### config.mk
export PLATFORM = sky130hd
export DESIGN_NAME = pll_lock_mgr_flat
export DESIGN_NICKNAME = d
export VERILOG_FILES = /design/src/rtl/pll_lock_mgr_if.sv /design/src/rtl/pll_lock_mgr.sv /design/src/flat_wrapper.sv
export SDC_FILE = /design/constraint.sdc
export NUM_CORES = 1
export LEC_CHECK = 0
export BUFFER_PORTS_ARGS = -buffer_cell sky130_fd_sc_hd__buf_2
export CORE_AREA = 2 2 117 119
export CTS_BUF_LIST = sky130_fd_sc_hd__clkbuf_4 sky130_fd_sc_hd__clkbuf_8
export DETAILED_ROUTE_END_ITERATION = 8
export DIE_AREA = 0 0 119 121
export PLACE_DENSITY = 0.41
export SYNTH_ARGS = -nofsm -noshare
export SYNTH_HDL_FRONTEND = slang
export SYNTH_SLANG_ARGS = --single-unit
### constraint.sdc
create_clock -name clkin -period 3.1 [get_ports clkin]
set_input_delay 0.31 -clock clkin [delete_from_list [all_inputs] [get_ports clkin]]
set_output_delay 0.31 -clock clkin [all_outputs]
set_load 0.005 [all_outputs]
### src/rtl/pll_lock_mgr_if.sv
// Signal bundle between the PLL lock manager and the PLL / reset-consumer side.
// The master modport is the manager; the slave modport is the PLL and stimulus side.
interface pll_lock_mgr_if #(
  parameter int NUM_CH = 4,
  parameter int CNT_W  = 8
);
  logic              pll_lock;
  logic              relock_req;
  logic              pll_reset;
  logic [NUM_CH-1:0] rst_out_n;
  logic              locked;
  logic              fault;
  logic [2:0]        state;
  logic [CNT_W-1:0]  relock_cnt;

  modport master (
    input  pll_lock, relock_req,
    output pll_reset, rst_out_n, locked, fault, state, relock_cnt
  );

  modport slave (
    output pll_lock, relock_req,
    input  pll_reset, rst_out_n, locked, fault, state, relock_cnt
  );
endinterface

### src/rtl/pll_lock_mgr.sv
// PLL supervisor: pulses PLL reset, debounces lock with timeout and bounded retries,
// releases NUM_CH downstream resets in a staggered order and re-acquires on lock loss.
//
// state      | meaning
// IDLE       | one cycle after reset release
// PLL_RST    | pll_reset held high for RST_PULSE cycles
// WAIT_LOCK  | waiting for LOCK_STABLE continuous lock_s cycles, bounded by LOCK_TIMEOUT
// RELEASE    | channel resets released one by one, REL_STAGGER apart
// RUN        | locked, all channels out of reset
// FAULT      | retries exhausted, PLL held in reset until relock_req
module pll_lock_mgr #(
  parameter int NUM_CH       = 4,
  parameter int RST_PULSE    = 16,
  parameter int LOCK_STABLE  = 1024,
  parameter int LOCK_TIMEOUT = 65536,
  parameter int REL_STAGGER  = 8,
  parameter int MAX_RETRY    = 3,
  parameter int CNT_W        = 8
) (
  input  logic            clkin,
  input  logic            reset_n,
  pll_lock_mgr_if.master  bus
);

  localparam int REL_LAST = (NUM_CH - 1) * REL_STAGGER;
  localparam int PUL_W    = $clog2(RST_PULSE + 1);
  localparam int STB_W    = $clog2(LOCK_STABLE + 1);
  localparam int TMO_W    = $clog2(LOCK_TIMEOUT + 1);
  localparam int REL_W    = $clog2(REL_LAST + 2);
  localparam int RTY_W    = $clog2(MAX_RETRY + 1);

  localparam logic [PUL_W-1:0] PUL_LAST = PUL_W'(RST_PULSE - 1);
  localparam logic [STB_W-1:0] STB_LAST = STB_W'(LOCK_STABLE - 1);
  localparam logic [TMO_W-1:0] TMO_LAST = TMO_W'(LOCK_TIMEOUT - 1);
  localparam logic [REL_W-1:0] REL_END  = REL_W'(REL_LAST);
  localparam logic [RTY_W-1:0] RTY_MAX  = RTY_W'(MAX_RETRY);

  typedef enum logic [2:0] {
    ST_IDLE      = 3'd0,
    ST_PLL_RST   = 3'd1,
    ST_WAIT_LOCK = 3'd2,
    ST_RELEASE   = 3'd3,
    ST_RUN       = 3'd4,
    ST_FAULT     = 3'd5
  } state_t;

  logic              r_lock_meta;
  logic              r_lock_s;
  state_t            r_state;
  logic [PUL_W-1:0]  r_pul_cnt;
  logic [STB_W-1:0]  r_stb_cnt;
  logic [TMO_W-1:0]  r_tmo_cnt;
  logic [REL_W-1:0]  r_rel_cnt;
  logic [RTY_W-1:0]  r_retry;
  logic              r_pll_reset;
  logic [NUM_CH-1:0] r_rst_out_n;
  logic              r_locked;
  logic              r_fault;
  logic [CNT_W-1:0]  r_relock_cnt;

  logic              w_req;
  logic              w_lock_lost;
  logic [RTY_W-1:0]  w_retry_inc;
  logic [CNT_W-1:0]  w_relock_sat;
  logic [31:0]       w_k_next;
  logic [NUM_CH-1:0] w_rel_mask;

  assign w_req = bus.relock_req &&
                 (r_state == ST_WAIT_LOCK || r_state == ST_RELEASE ||
                  r_state == ST_RUN       || r_state == ST_FAULT);
  assign w_lock_lost  = !r_lock_s && (r_state == ST_RELEASE || r_state == ST_RUN);
  assign w_retry_inc  = r_retry + RTY_W'(1);
  assign w_relock_sat = (r_relock_cnt == {CNT_W{1'b1}}) ? r_relock_cnt
                                                       : r_relock_cnt + CNT_W'(1);
  assign w_k_next     = 32'(r_rel_cnt) + 32'd1;

  // Channels whose release slot is at or before the next RELEASE cycle.
  always_comb begin
    w_rel_mask = '0;
    for (int i = 0; i < NUM_CH; i++) begin
      w_rel_mask[i] = ($unsigned(i * REL_STAGGER) <= w_k_next);
    end
  end

  always_ff @(posedge clkin or negedge reset_n) begin
    if (!reset_n) begin
      r_lock_meta  <= 1'b0;
      r_lock_s     <= 1'b0;
      r_state      <= ST_IDLE;
      r_pul_cnt    <= '0;
      r_stb_cnt    <= '0;
      r_tmo_cnt    <= '0;
      r_rel_cnt    <= '0;
      r_retry      <= '0;
      r_pll_reset  <= 1'b1;
      r_rst_out_n  <= '0;
      r_locked     <= 1'b0;
      r_fault      <= 1'b0;
      r_relock_cnt <= '0;
    end else begin
      r_lock_meta <= bus.pll_lock;
      r_lock_s    <= r_lock_meta;

      if (w_req) begin
        // An explicit request outranks a simultaneous lock loss and is not counted.
        r_state     <= ST_PLL_RST;
        r_pul_cnt   <= '0;
        r_retry     <= '0;
        r_pll_reset <= 1'b1;
        r_rst_out_n <= '0;
        r_locked    <= 1'b0;
        r_fault     <= 1'b0;
      end else if (w_lock_lost) begin
        r_relock_cnt <= w_relock_sat;
        r_rst_out_n  <= '0;
        r_locked     <= 1'b0;
        r_pll_reset  <= 1'b1;
        r_pul_cnt    <= '0;
        if (r_state == ST_RELEASE) begin
          r_retry <= w_retry_inc;
          if (w_retry_inc == RTY_MAX) begin
            r_state <= ST_FAULT;
            r_fault <= 1'b1;
          end else begin
            r_state <= ST_PLL_RST;
          end
        end else begin
          r_state <= ST_PLL_RST;
        end
      end else begin
        case (r_state)
          ST_IDLE: begin
            r_state     <= ST_PLL_RST;
            r_pul_cnt   <= '0;
            r_pll_reset <= 1'b1;
          end
          ST_PLL_RST: begin
            if (bus.relock_req) begin
              r_pul_cnt <= '0;
            end else if (r_pul_cnt == PUL_LAST) begin
              r_state     <= ST_WAIT_LOCK;
              r_pll_reset <= 1'b0;
              r_stb_cnt   <= '0;
              r_tmo_cnt   <= '0;
            end else begin
              r_pul_cnt <= r_pul_cnt + PUL_W'(1);
            end
          end
          ST_WAIT_LOCK: begin
            // Stable completion is tested first so it wins a tie with the timeout.
            if (r_lock_s && r_stb_cnt == STB_LAST) begin
              r_state     <= ST_RELEASE;
              r_retry     <= '0;
              r_rel_cnt   <= '0;
              r_rst_out_n <= NUM_CH'(1);
            end else if (r_tmo_cnt == TMO_LAST) begin
              r_pll_reset <= 1'b1;
              r_pul_cnt   <= '0;
              r_retry     <= w_retry_inc;
              if (w_retry_inc == RTY_MAX) begin
                r_state <= ST_FAULT;
                r_fault <= 1'b1;
              end else begin
                r_state <= ST_PLL_RST;
              end
            end else begin
              r_tmo_cnt <= r_tmo_cnt + TMO_W'(1);
              r_stb_cnt <= r_lock_s ? r_stb_cnt + STB_W'(1) : '0;
            end
          end
          ST_RELEASE: begin
            if (r_rel_cnt == REL_END) begin
              r_state     <= ST_RUN;
              r_locked    <= 1'b1;
              r_rst_out_n <= '1;
            end else begin
              r_rel_cnt   <= r_rel_cnt + REL_W'(1);
              r_rst_out_n <= r_rst_out_n | w_rel_mask;
            end
          end
          ST_RUN: begin
            r_locked <= 1'b1;
          end
          ST_FAULT: begin
            r_pll_reset <= 1'b1;
            r_fault     <= 1'b1;
          end
          default: begin
            r_state     <= ST_IDLE;
            r_pll_reset <= 1'b1;
            r_rst_out_n <= '0;
            r_locked    <= 1'b0;
            r_fault     <= 1'b0;
          end
        endcase
      end
    end
  end

  assign bus.pll_reset  = r_pll_reset;
  assign bus.rst_out_n  = r_rst_out_n;
  assign bus.locked     = r_locked;
  assign bus.fault      = r_fault;
  assign bus.state      = r_state;
  assign bus.relock_cnt = r_relock_cnt;

endmodule

### src/flat_wrapper.sv
// flat-port wrapper written by rule: the top's interface ports become plain ports
module pll_lock_mgr_flat 
#(
  parameter int NUM_CH       = 4,
  parameter int RST_PULSE    = 16,
  parameter int LOCK_STABLE  = 1024,
  parameter int LOCK_TIMEOUT = 65536,
  parameter int REL_STAGGER  = 8,
  parameter int MAX_RETRY    = 3,
  parameter int CNT_W        = 8
)
  (clkin, reset_n, bus_pll_lock, bus_relock_req, bus_pll_reset, bus_rst_out_n, bus_locked, bus_fault, bus_state, bus_relock_cnt);
  pll_lock_mgr_if #(.NUM_CH(NUM_CH), .CNT_W(CNT_W)) bus_i ();
  input  logic clkin;
  input  logic reset_n;
  input wire logic [$bits(bus_i.pll_lock)-1:0] bus_pll_lock;
  input wire logic [$bits(bus_i.relock_req)-1:0] bus_relock_req;
  output wire logic [$bits(bus_i.pll_reset)-1:0] bus_pll_reset;
  output wire logic [$bits(bus_i.rst_out_n)-1:0] bus_rst_out_n;
  output wire logic [$bits(bus_i.locked)-1:0] bus_locked;
  output wire logic [$bits(bus_i.fault)-1:0] bus_fault;
  output wire logic [$bits(bus_i.state)-1:0] bus_state;
  output wire logic [$bits(bus_i.relock_cnt)-1:0] bus_relock_cnt;
  assign bus_i.pll_lock = bus_pll_lock;
  assign bus_i.relock_req = bus_relock_req;
  assign bus_pll_reset = bus_i.pll_reset;
  assign bus_rst_out_n = bus_i.rst_out_n;
  assign bus_locked = bus_i.locked;
  assign bus_fault = bus_i.fault;
  assign bus_state = bus_i.state;
  assign bus_relock_cnt = bus_i.relock_cnt;
  pll_lock_mgr #(.NUM_CH(NUM_CH), .RST_PULSE(RST_PULSE), .LOCK_STABLE(LOCK_STABLE), .LOCK_TIMEOUT(LOCK_TIMEOUT), .REL_STAGGER(REL_STAGGER), .MAX_RETRY(MAX_RETRY), .CNT_W(CNT_W)) u_core (.clkin(clkin), .reset_n(reset_n), .bus(bus_i));
endmodule
# Word-level counts from Yosys, hierarchy flattened
# Cells that the tools add are included.
dict set report totals {
  reg_bits 60
  latch_bits 0
  mem_bits_rw 0
  mem_bits_ro 0
  word_cells 148
  memories 0
}
dict set report classes {
  n_addsub 7
  multipliers 0
  n_div 0
  n_lt_le_gt_ge 4
  eq_ne 31
  shifts 0
  mux 60
  bitwise_logic 4
  n_reduce_logical 29
}
# cell count
set ops {}
lappend ops {{$mux W17} 4}
lappend ops {{$le A5 B32 Y1 const A} 2}
lappend ops {{$mux W11} 5}
lappend ops {{$mux W5} 8}
lappend ops {{$pmux W17 S2} 1}
lappend ops {{$le A1 B32 Y1 const A} 1}
lappend ops {{$le A4 B32 Y1 const A} 1}
lappend ops {{$mux W3} 9}
lappend ops {{$pmux W11 S2} 1}
lappend ops {{$ne A4 B2 Y1 const B} 5}
lappend ops {{$add A17 B1 Y17 const B} 1}
lappend ops {{$eq A17 B16 Y1 const B} 1}
lappend ops {{$mux W4} 4}
lappend ops {{$mux W1} 15}
lappend ops {{$ne A3 B1 Y1 const B} 5}
lappend ops {{$pmux W3 S5} 1}
lappend ops {{$pmux W5 S3} 1}
lappend ops {{$reduce_and A5 Y1} 3}
lappend ops {{$mux W2} 6}
lappend ops {{$pmux W4 S3} 1}
lappend ops {{$reduce_or A4 Y1} 3}
lappend ops {{$add A11 B1 Y11 const B} 1}
lappend ops {{$eq A11 B10 Y1 const B} 1}
lappend ops {{$add A5 B1 Y5 const B} 2}
lappend ops {{other kinds (32)} 53}

# Longest topological paths before layout
dict set report logic_depth {
  depth_word 8
  ltp_mapped 12
}

# Worst setup path before layout
# Ideal clock, no wire load.
dict set report synth_timing {
  kind {reg2reg}
  startpoint {register u_core.r_tmo_cnt[0]}
  endpoint {register u_core.r_pul_cnt[0]}
  setup_ps 127
  arrival_time_ps 2456
  required_time_ps 2973
  path_slack_ps 516
  stages_incl_launch_ff 12
  path_cell_list {dfrtp_1 > ha_1 > and3_1 > and3_1 > nand2_1 > nor2_1 > ha_1 > a211oi_1 > o21a_1 > or3_1 > buf_4 > mux2_1}
}
dict set report synth_via {
  elab_chain_cells 3
}
# element line
set synth_rtl {}
lappend synth_rtl {{start: declaration} pll_lock_mgr.sv:52} ;# logic [TMO_W-1:0] r_tmo_cnt;
lappend synth_rtl {{start signal: assignment} pll_lock_mgr.sv:167} ;# r_tmo_cnt <= r_tmo_cnt + TMO_W'(1);
lappend synth_rtl {{$eq A17 B16 Y1} pll_lock_mgr.sv:156} ;# end else if (r_tmo_cnt == TMO_LAST) begin
lappend synth_rtl {{$ne A4 B2 Y1 (no line)} -}
lappend synth_rtl {{$reduce_and A4 Y1 (no line)} -}
lappend synth_rtl {{end signal: assignment} pll_lock_mgr.sv:146} ;# r_pul_cnt <= r_pul_cnt + PUL_W'(1);
lappend synth_rtl {{end: declaration} pll_lock_mgr.sv:50} ;# logic [PUL_W-1:0] r_pul_cnt;
# Every way passes these cells.
# A chain may end at the register's enable or synchronous reset.

# Final worst setup path
# Ends and elaborated chain as after synthesis.

==> out/qor.yml <==
detailed_routing:
  viasPerCell: 5.21
  firstDrtPassIters: 4
  drc_errors: 0
  wl_per_cell_um: 15.4
  drtAntennaViolNets: 0
  via_count: 2994
  routed_wl_mm: 8.87
  drtIter0Drc: 183
place:
  dp_hpwl_mm: 5.99
  numPortBuffers: 21
  placed_cell_area_um2: 3890
  pre_cts_ws_ns: 0.195
  gp_congestion: 0.751
critical_path:
  critPathLaunchType: "flip-flop"
  rr_endpoint: "u_core.r_pul_cnt[0]"
  path_buf_inv: 0
  regToRegSetupSlack_ns: 0.23
  cp_slowest_cell: "or3_1"
  crit_type: "reg2reg"
  timing.rr.start: "u_core.r_tmo_cnt[0]"
  required_ns: 3.33
  setup.worst_path.end_class: "flip-flop"
  cpMostUsedCell: "and3_1"
  arrival_ns: 3.10
  r2r_cells: 10
  cp_top_family: "simple AND/OR/NAND/NOR gates"
  worstPathMaxFanout: 5
  cpPeakStageDelay_ns: 0.49
  cp_cell_sequence: "ha_1 > and3_1 > and3_1 > nand2_1 > nor2_1 > ha_2 > a211oi_1 > o21a_1 > or3_1 > mux2_1"
logic_synthesis:
  synth_cell_types: 63
  yosys_register_bits: 60
  seq_area_frac_synth: 0.417
  synth_nets: 392
  synth_edf_count: 0
  synth_flop_cell: "dfrtp_1"
  synth.avg_cell_area_um2: 9.50
  synthCells: 379
  ys_warn_count: 0
  synthesis.area_um2: 3600
  synthArstFlopShare: 1.00
final_layout:
  area_delta_synth_final_pct: 12.3
  layout.nets: 410
  layout-drive-gt1-share: 0.155
  final_area_um2: 4050
  insertedDiodeCount: 0
floorplan:
  die_h_um: 121
  initial_core_util: 0.275
  die-width_um: 119
  io_pins: 22
  std_cell_rows: 42
  dieArea_um2: 14400
  core_um2: 13100
min_path:
  min_to: "u_core.r_lock_meta"
  hold_depth: 1
  min-delay-path-class: "in2reg"
  hp-start: "bus_pll_lock"
sta:
  final_hold_viol_count: 0
  max_freq_ghz: 0.348
  rsz0062_at_grt: "false"
  worst_pin_slew_ns: 0.907
  finalSetupTns_ns: 0
  worst_slack_ns: 0.228
  period_share: 0.926
  slew_violations: 0
  slew_headroom: 0.395
  skew_ns: 0.00736
  post-route-min-period_ns: 2.87
  finalSetupViolCount: 0
clock_network:
  clockBufferDepth: 2
  cts_tree: "done"
  clock_latency_ns: 0.35
  numCtsBuffers: 9
  hold_buffers: 0
  cts_max_level: 3
  clock-sinks: 60
  root_buffer: "clkbuf_8"
  clkTransAtPathRegs_ns: 0.06
power_and_ir_drop:
  ir_drop_mv: 0.177
  p_per_area_nw_per_um2: 463
  p_leak_nw: 1.73
global_routing:
  grt_max_degree: 61
  grt_overflow: 0
  grt_pass1_wl_mm: 15.5
  grt_pass1_vias: 2996
  antenna_found_initial: 0
  grt_usage: 0.136
outcome:
  outcome: "complete, no violations"
run:
  maxCapViolations: 0
[cells in the final DEF, fill, tap and decap left out, drive strengths merged, types with 2 or more instances in the layout]
cell type,synthesis,final
a211oi,4,4
and3,16,16
a21oi,21,21
o32ai,2,2
nor4,3,3
or3,4,4
nand3b,4,4
or4,11,11
nand2,25,25
a41o,3,3
inv,13,13
nor3,5,5
nand3,20,20
buf,20,31
a211o,4,4
o2bb2ai,3,3
nor2b,8,8
nand2b,8,8
nand4,11,11
o21ai,21,21
clkbuf,4,13
dfrtp,59,59
nor2,22,22
o31ai,26,26
mux2,6,6
a31oi,7,7
o21a,9,9
ha,9,9
a2111oi,2,2
o41ai,2,2
xnor2,7,7
mux2i,4,4
[what timing repair did]
item,CTS,global route
buffers inserted,0,0
endpoints found under the setup margin,0,2
gates resized for setup,0,1
[where the power goes]
part           internal (mW)  switching, mW
logic                  0.145          0.229
clock network          0.313          0.299
registers              0.831         0.0552
[state kept, by name, summed over array words and instances, names as in the netlist]
name	cells
u_core.r_stb_cnt	11
u_core.bus.rst_out_n	4
u_core.bus.pll_reset	1
u_core.r_tmo_cnt	17
u_core.bus.locked	1
u_core.r_lock_meta	1
u_core.r_pul_cnt	5
u_core.bus.state	3
u_core.r_retry	2
u_core.bus.relock_cnt	8
u_core.bus.fault	1
u_core.r_lock_s	1
u_core.r_rel_cnt	5
[how the worst max path moves through the flow]
stage                     cells past startpoint  slack, ns           startpoint                  end
after global placement                       10       0.27  u_core.r_tmo_cnt[0]  u_core.r_pul_cnt[4]
final                                        10       0.23  u_core.r_tmo_cnt[0]  u_core.r_pul_cnt[0]
after global routing                         10       0.03  u_core.r_tmo_cnt[0]  u_core.r_pul_cnt[0]
after floorplan                              11       0.52  u_core.r_tmo_cnt[0]  u_core.r_pul_cnt[0]
after detailed placement                     10       0.19  u_core.r_tmo_cnt[0]  u_core.r_pul_cnt[0]
after CTS                                    10       0.18  u_core.r_tmo_cnt[0]  u_core.r_pul_cnt[0]
[Yosys cell counts (2+ instances only)]
| master | count | area, µm² |
|---|---|---|
| buf_6 | 2 | 22.5 |
| o21ai_1 | 11 | 55.1 |
| mux2_1 | 6 | 67.6 |
| a211o_1 | 4 | 35.0 |
| xnor2_1 | 7 | 61.3 |
| nand3_1 | 19 | 95.1 |
| or4_1 | 11 | 82.6 |
| o21ai_0 | 9 | 45.0 |
| o31ai_1 | 26 | 195 |
| or3_1 | 3 | 18.8 |
| and3_1 | 16 | 100 |
| nand2_1 | 25 | 93.8 |
| buf_4 | 2 | 15.0 |
| o21a_1 | 9 | 67.6 |
| a21oi_2 | 2 | 17.5 |
| a211oi_1 | 4 | 30.0 |
| ha_1 | 9 | 113 |
| o2bb2ai_1 | 3 | 26.3 |
| o41ai_1 | 2 | 17.5 |
| nand4_1 | 9 | 56.3 |
| buf_2 | 15 | 75.1 |
| a41o_1 | 3 | 30.0 |
| a31oi_1 | 7 | 43.8 |
| mux2i_1 | 4 | 40.0 |
| inv_1 | 12 | 45.0 |
| nor2_1 | 21 | 78.8 |
| a21oi_1 | 19 | 95.1 |
| nand3b_1 | 4 | 30.0 |
| o32ai_1 | 2 | 17.5 |
| nor2b_1 | 8 | 50.1 |
| nand2b_1 | 8 | 50.1 |
| dfrtp_1 | 59 | 1480 |
| clkbuf_1 | 4 | 15.0 |
| nor3_1 | 5 | 25.0 |
[through the flow]
stage                     utilization  instances  power [mW]  hold WS (ns)
after floorplan                     -        379        1.15        0.0144
after global placement          0.297        562        1.28         0.338
after detailed placement        0.297        562        1.28         0.346
after CTS                       0.309        575        1.91        0.0460
after global routing            0.309        575        1.99        0.0424
final                           0.309        575        1.87        0.0684
[cell type report]
type,count,area [µm²]
Multi-Input combinational cell,282,1930
Inverter,13,48.8
Sequential cell,60,1500
Clock buffer,13,154
Fill cell,1378,9040
Tap cell,176,220
Timing Repair Buffer,31,193
[routing by layer]
metal	up-vias	routed length [µm]	global-route usage
met4	0	187	0.0588
met2	43	4120	0.213
met5	-	0	0
li1	1459	-	-
met1	1478	4280	0.175
met3	14	287	0.0376
[logic make-up (layout without fill, tap and decap cells)]
| group | Yosys count | in the layout | share of synthesized area |
|---|---|---|---|
| buf+inv | 37 | 57 | 0.0500 |
| mux | 10 | 10 | 0.0299 |
| simple gates | 146 | 146 | 0.241 |
| xor+xnor | 8 | 8 | 0.0195 |
| compound gates | 109 | 109 | 0.211 |
| flops | 60 | 60 | 0.417 |
| fa+ha+maj | 9 | 9 | 0.0313 |
No activity file was read; power rests on OpenSTA's default activity.
